`src/rtl/fifo_rptr_ctrl_pkg.sv`:
```
// Shared pointer types and Gray/binary helpers for the async FIFO pointer blocks.
// The helpers work on a wide vector so callers of any width up to PTR_MAX_W can zero-extend and truncate.
package fifo_rptr_ctrl_pkg;

  localparam int PTR_MAX_W      = 16;
  localparam int ADDR_WIDTH_DEF = 4;

  typedef logic [ADDR_WIDTH_DEF-1:0] ptr_t;
  typedef logic [PTR_MAX_W-1:0]      ptr_wide_t;

  function automatic ptr_wide_t bin2gray(input ptr_wide_t bin);
    return bin ^ (bin >> 1);
  endfunction

  // Zero-extended inputs keep upper bits at 0, so the prefix XOR from the MSB stays exact.
  function automatic ptr_wide_t gray2bin(input ptr_wide_t gray);
    ptr_wide_t bin;
    bin[PTR_MAX_W-1] = gray[PTR_MAX_W-1];
    for (int i = PTR_MAX_W - 2; i >= 0; i--) begin
      bin[i] = bin[i+1] ^ gray[i];
    end
    return bin;
  endfunction

endpackage

```
`src/rtl/fifo_rptr_ctrl_ptr_sync.sv`:
```
// Multi-bit flop synchronizer for Gray pointers crossing clock domains.
// Only safe for values that change one bit at a time between source clock steps.
module ptr_sync #(
  parameter int WIDTH  = 4,
  parameter int STAGES = 2
) (
  input  logic             clk,
  input  logic             rst,
  input  logic [WIDTH-1:0] d,
  output logic [WIDTH-1:0] q
);

  logic [WIDTH-1:0] stage_q [STAGES];

  always_ff @(posedge clk or posedge rst) begin
    if (rst) begin
      for (int i = 0; i < STAGES; i++) begin
        stage_q[i] <= '0;
      end
    end else begin
      stage_q[0] <= d;
      for (int i = 1; i < STAGES; i++) begin
        stage_q[i] <= stage_q[i-1];
      end
    end
  end

  assign q = stage_q[STAGES-1];

endmodule

```
`src/rtl/fifo_rptr_ctrl.sv`:
```
// Read-side pointer and flag controller of the async FIFO, running in the rclk domain.
// Flags are computed from next-state pointers so they update on the same edge as the pop.
module fifo_rptr_ctrl
  import fifo_rptr_ctrl_pkg::*;
#(
  parameter int ADDR_WIDTH  = 4,
  parameter int SYNC_STAGES = 2,
  parameter int AE_THRESH   = 1
) (
  input  logic                  rclk,
  input  logic                  r_rst,
  input  logic                  rinc,
  input  logic [ADDR_WIDTH-1:0] wptr,
  output logic [ADDR_WIDTH-1:0] raddr,
  output logic [ADDR_WIDTH-1:0] rptr,
  output logic                  empty,
  output logic                  almost_empty,
  output logic [ADDR_WIDTH-1:0] rcount,
  output logic                  underflow
);

  typedef logic [ADDR_WIDTH-1:0] addr_t;

  localparam addr_t AE_LIMIT = ADDR_WIDTH'(AE_THRESH);

  addr_t sync_wptr;
  addr_t sync_waddr;
  addr_t nxt_raddr;
  addr_t nxt_rptr;
  addr_t nxt_count;
  logic  do_pop;

  ptr_sync #(
    .WIDTH  (ADDR_WIDTH),
    .STAGES (SYNC_STAGES)
  ) u_wptr_sync (
    .clk (rclk),
    .rst (r_rst),
    .d   (wptr),
    .q   (sync_wptr)
  );

  assign sync_waddr = ADDR_WIDTH'(gray2bin(PTR_MAX_W'(sync_wptr)));

  // Modular subtraction keeps the occupancy right across the address wrap.
  always_comb begin
    do_pop    = rinc && !empty;
    nxt_raddr = raddr;
    if (do_pop) begin
      nxt_raddr = raddr + 1'b1;
    end
    nxt_rptr  = ADDR_WIDTH'(bin2gray(PTR_MAX_W'(nxt_raddr)));
    nxt_count = sync_waddr - nxt_raddr;
  end

  always_ff @(posedge rclk or posedge r_rst) begin
    if (r_rst) begin
      raddr        <= '0;
      rptr         <= '0;
      empty        <= 1'b1;
      almost_empty <= 1'b1;
      rcount       <= '0;
      underflow    <= 1'b0;
    end else begin
      raddr        <= nxt_raddr;
      rptr         <= nxt_rptr;
      empty        <= (nxt_raddr == sync_waddr);
      almost_empty <= (nxt_count <= AE_LIMIT);
      rcount       <= nxt_count;
      underflow    <= rinc && empty;
    end
  end

endmodule

```
`config.mk`:
```
export PLATFORM = sky130hd
export DESIGN_NAME = fifo_rptr_ctrl
export DESIGN_NICKNAME = d
export VERILOG_FILES = /design/src/rtl/fifo_rptr_ctrl_pkg.sv /design/src/rtl/fifo_rptr_ctrl_ptr_sync.sv /design/src/rtl/fifo_rptr_ctrl.sv
export SDC_FILE = /design/constraint.sdc
export NUM_CORES = 1
export LEC_CHECK = 0
export ABC_AREA = 1
export CAP_MARGIN = 20
export CORE_MARGIN = 2
export CORE_UTILIZATION = 52
export DETAILED_ROUTE_END_ITERATION = 10
export GPL_TIMING_DRIVEN = 0
export PLACE_DENSITY = 0.86
export SETUP_SLACK_MARGIN = 0.02
export SKIP_CTS_REPAIR_TIMING = 1
export SYNTH_ARGS = -nofsm -noshare
export SYNTH_HDL_FRONTEND = slang
export SYNTH_SLANG_ARGS = --single-unit
export TNS_END_PERCENT = 5
```
`constraint.sdc`:
```
create_clock -name rclk -period 5 [get_ports rclk]
set_input_delay 0.5 -clock rclk [delete_from_list [all_inputs] [get_ports rclk]]
set_output_delay 0.5 -clock rclk [all_outputs]
set_load 0.01 [all_outputs]
```
# [After elaboration in Yosys (flattened, before gate mapping)]
# Index checks and enable logic that the tools add are counted.
[totals] elab_cells=20 reg_bits=23 in_bits=7 latch_bits=0 out_inout_bits=15 ram_bits=0 mem_bits_ro=0 mem_count=0
[classes] bitwise=4 n_eq_ne=1 n_lt_le_gt_ge=1 n_reduce_logical=3 n_mux=1 n_mul=0 div_mod_pow=0 n_shift=0 addsub=2
[ops] cell="$add A4 B1 Y4 const B" n=1
[ops] cell="$eq A4 B4 Y1" n=1
[ops] cell="$le A4 B1 Y1 const B" n=1
[ops] cell="$mux W4" n=1
[ops] cell="$sub A4 B4 Y4" n=1
[ops] cell="$xor A4 B3 Y4" n=1
[ops] cell="$xor A1 B1 Y1" n=3
[ops] cell="$logic_and A1 B1 Y1" n=2
[ops] cell="$logic_not A1 Y1" n=1

# [Logic depth before layout (Yosys ltp)]
[logic_depth] word_depth=5 ltp_mapped=14 ltp_nobuf=14

# [Hierarchy]
# Synthesis repeated with hierarchy kept, for this count alone.
[unflattened] hier_cells=111 hier_area_um2=1033.5
[by_module_without_submodules] mod="fifo_rptr_ctrl" seq_area_each_um2=352.8 cells_each=98 n_inst=1 area_each_um2=799.5
[by_module_without_submodules] mod="ptr_sync" seq_area_each_um2=200.2 cells_each=13 n_inst=1 area_each_um2=234.0

# [Worst setup path before layout]
# No wires, ideal clock.
[synth_timing] path_type="register to register" from="register raddr[0]" to="register almost_empty" slack_ps=3145 synth_period_minus_slack_ps=1855 arrival_time_ps=1791 path_buffers=0 required_time_ps=4936 path_stages_with_launch=14 cell_sequence="dfrtp_1 > ha_1 > inv_1 > nand3_1 > nand2_2 > nand3_2 > nand2_1 > inv_1 > ha_1 > inv_1 > nand2_1 > xnor2_1 > nand2_1 > nor2_2"
[synth_via] elab_chain_cells=4
[synth_lines] item="from (decl)" line="fifo_rptr_ctrl.sv:14" text="output logic [ADDR_WIDTH-1:0] raddr,"
[synth_lines] item="from (signal assigned)" line="fifo_rptr_ctrl.sv:65" text="raddr <= nxt_raddr;"
[synth_lines] item="$add A4 B1 Y4" line="fifo_rptr_ctrl.sv:50" text="nxt_raddr = raddr + 1'b1;"
[synth_lines] item="$mux W4 *" line="fifo_rptr_ctrl.sv:49" text="if (do_pop) begin"
[synth_lines] item="$sub A4 B4 Y4 *" line="fifo_rptr_ctrl.sv:53" text="nxt_count = sync_waddr - nxt_raddr;"
[synth_lines] item="$le A4 B1 Y1 *" line="fifo_rptr_ctrl.sv:68" text="almost_empty <= (nxt_count <= AE_LIMIT);"
[synth_lines] item="to (signal assigned)" line="fifo_rptr_ctrl.sv:68"
[synth_lines] item="to (decl)" line="fifo_rptr_ctrl.sv:17" text="output logic almost_empty,"
# Every way passes the cells marked *; elsewhere a longest branch is shown, timed or not.

# [Worst setup path after layout]
[layout_timing] from="input port rinc" to="register almost_empty"
[layout_via] elab_chain_cells=4
[layout_lines] item="from (decl)" line="fifo_rptr_ctrl.sv:12" text="input logic rinc,"
[layout_lines] item="$logic_and A1 B1 Y1" line="fifo_rptr_ctrl.sv:47" text="do_pop = rinc && !empty;"
[layout_lines] item="$mux W4" line="fifo_rptr_ctrl.sv:49"
[layout_lines] item="via nxt_raddr[0]" line="fifo_rptr_ctrl.sv:28" text="addr_t nxt_raddr;"
[layout_lines] item="$sub A4 B4 Y4" line="fifo_rptr_ctrl.sv:53"
[layout_lines] item="$le A4 B1 Y1" line="fifo_rptr_ctrl.sv:68"
# The timed path passes the listed nets, and every way through them passes these cells.

==> impl_results.md <==
- Largest stage delay, worst path: 510 ps
- Synth Area in Adders: 0.0501
- Post-DP HPWL: 1.28 mm
- Antenna cells: 0
- Register area share after synthesis: 0.553
- Site row count: 15
- Worst hold path type: register to register
- Number of fill cells: 150
- Tot Pwr: 0.780 mW
- Main combinational cell family by area after synthesis: simple AND/OR/NAND/NOR gates
- Number of port buffers: 21
- Layout cells sized above 1: 0.191
- Remaining Overflow, GRT: 0
- Pwr dens: 610 nW/um2
- Via Count: 735
- Core ar.: 1760 um2
- Slowest CP cell: clkdlybuf4s50_1
- Syn Nets: approximately 120
- Synth Area per Inst: 9.43 um2
- Hold_sp: u_wptr_sync.stage_q[6]
- Hold Crit Depth: 0
- Slew Limit Fails: 0
- Worst Tran Pin Value: just under 800 ps
- Worst EP required: between 5000 and 6000 ps
- Vias in the first global route: 637
- Final ANT Viol Nets: 0
- WL/cell: about 10 um
- Max-Cap Viols: 0
- Hold Path End: u_wptr_sync.q[2]
- P&R area growth vs syn: 27.8%
- Syn. warnings: 0
- Largest net degree at the start of global routing: 23
- Simple-gate share of the synthesized area: 0.242
- Reg2Reg Launch Point: raddr[0]
- Outcome: finished, final reports clean
- Synth Area in XOR/XNOR: 0.0438
- Final clock skew: about 8.3 ps
- Distinct cells, synth: 20
- CP bufs+invs: 5
- Leakage: approximately 0.66 nW
- Clock Sinks: 22
- Total track usage: 0.172
- Crit path cell chain: clkdlybuf4s50_1 -> inv_2 -> nor2_4 -> or2_2 -> nand2_1 -> inv_1 -> ha_1 -> inv_1 -> ha_1 -> inv_1 -> nand2_1 -> xnor2_1 -> nand2_1 -> nor2_2
- Syn Inst Count: 106
- VDD IR-drop max: 387 uV
- 1st-iter DRT viols: 16
- Crit path max fanout: 6
- Crit Path Category: primary input to register
- Clock Root Buffer: clkbuf_4
- Seq cells post-synth: 22
- Clk Latency, worst-skew pair: 310 ps
- Pre-CTS setup slack: 2520 ps
- I/O pin count: 22
- FF-to-FF setup slack: 2950 ps
- Die span in y: 47.8 um
- Max Clk Rate: 0.464 GHz
- CTS Buffer Depth: 2
- Final setup violation count: 0
- Relative slew slack: 0.485
- Final period util: 0.431
- Synth Area in Compound Gates: 0.0138
- Final setup margin: 2840 ps
- Fin util: 0.724
- Clk pin slew, worst setup/hold paths: 120 ps
- Cts bufs inserted: 3
- Top delay family on crit path: buffers and inverters
- Setup TNS: 0 ps
- Cell area after synthesis: 1000 um2
- Critical path depth: 14
- Final min period: 2160 ps
- Worst R2R End: almost_empty
- H-tree depth: 1
- DRC: 0
- Die area: 2290 um2
- Crit path arrival time: 2410 ps
- CTS tree: built
- Crit. End Element: register
- Final net count: 143
- CP startpoint kind: primary input
- Die width: around 48 um
- Most common cell after layout, fill and taps aside: nand2_1
- Starting Density: 0.567
- First drt pass iteration count: 6
- Gpl congestion: 0.772
- RSZ-0062 raised after global routing: no
- Initial antenna violation count: 0
- Cells on worst reg2reg path: 13
- Most frequent cells in the layout: 22 x nand2_1, 21 x clkdlybuf4s50_1, 20 x inv_1, 20 x dfrtp_1, 9 x nand3_1
- Via density: 4.71
- Post-synthesis mux area share: 0
- Global-route wire length before repair: 2.64 mm
- Final count of hold timing violations: 0
- Post-Route WL: 1.63 mm
## kinds of logic (layout without fill, tap and decap cells)
family,after synthesis,in the layout
xor gates and xnor gates,5,5
buffers and inverters,25,50
AOI/OAI and AO/OA,2,2
adders and majority gates,4,4
and+or+nand+nor,48,48
DFF,22,22
## cell usage after synthesis
master / n / area (um2)
nand2_1: 22 / 82.6
dfrtp_1: 20 / 500
inv_1: 20 / 75.1
nand3_1: 9 / 45.0
nand2_2: 8 / 50.1
ha_1: 4 / 50.1
inv_2: 4 / 15.0
xnor2_1: 3 / 26.3
dfstp_2: 2 / 52.6
nand4_1: 2 / 12.5
nor2_2: 2 / 12.5
xor2_1: 2 / 17.5
a21oi_1: 1 / 5.00
buf_4: 1 / 7.51
nand3_2: 1 / 10.0
nand3b_1: 1 / 7.51
nor2_1: 1 / 3.75
nor2_4: 1 / 11.3
o21ai_2: 1 / 8.76
or2_2: 1 / 6.26
## sequential cells by signal (all words and copies together) (netlist names)
signal	flops
underflow	1
rcount	4
empty	1
almost_empty	1
raddr	4
u_wptr_sync.q	4
u_wptr_sync.stage_q	4
rptr	3
## layer usage
metal	wire length (um)	GRT usage	part of all wire	vias up
met4	33	0.0973	0.020	0
met5	0	0	0	-
met2	853	0.293	0.52	25
li1	-	-	-	367
met3	90	0.0302	0.055	4
met1	648	0.203	0.40	339
## worst register-to-register path, stage by stage (launching register included)
cell and delay, ps:
dfrtp_1 430, ha_1 300, inv_1 70, nand3_1 100, nand2_2 150, nand3_2 130, nand2_1 90, inv_1 50
ha_1 190, inv_1 50, nand2_1 60, xnor2_1 180, nand2_1 90, nor2_2 110
## through the flow
stage | instances | hold WS [ps] | instance area (um2)
after floorplan | 106 | 331 | 1000
after global placement | 152 | 332 | 1240
after detailed placement | 152 | 335 | 1240
after CTS | 156 | 361 | 1280
after global routing | 156 | 370 | 1280
final | 156 | 358 | 1280
## cell type report
class	instances	area, um2	share of cell area
clock buffer	4	36.3	0.0284
inverter	24	90.1	0.0705
tap	25	31.3	0.0245
multi-input combinational	59	349	0.273
buffer	1	7.51	0.00588
sequential	22	553	0.433
timing repair buffer	21	210	0.165
## report_power, final
group          switching (mW)  internal (mW)  total (mW)
registers              0.0314          0.238       0.269
logic                   0.217          0.198       0.415
clock network          0.0504         0.0445      0.0949
total                   0.299          0.480       0.780
## how the worst max path moves through the flow
| stage | to | start |
|---|---|---|
| after global placement | almost_empty | rinc |
| final | almost_empty | rinc |
| after floorplan | almost_empty | raddr[0] |
| after global routing | almost_empty | rinc |
| after CTS | almost_empty | rinc |
| after detailed placement | almost_empty | rinc |
Power figures use the tool's default switching activity.
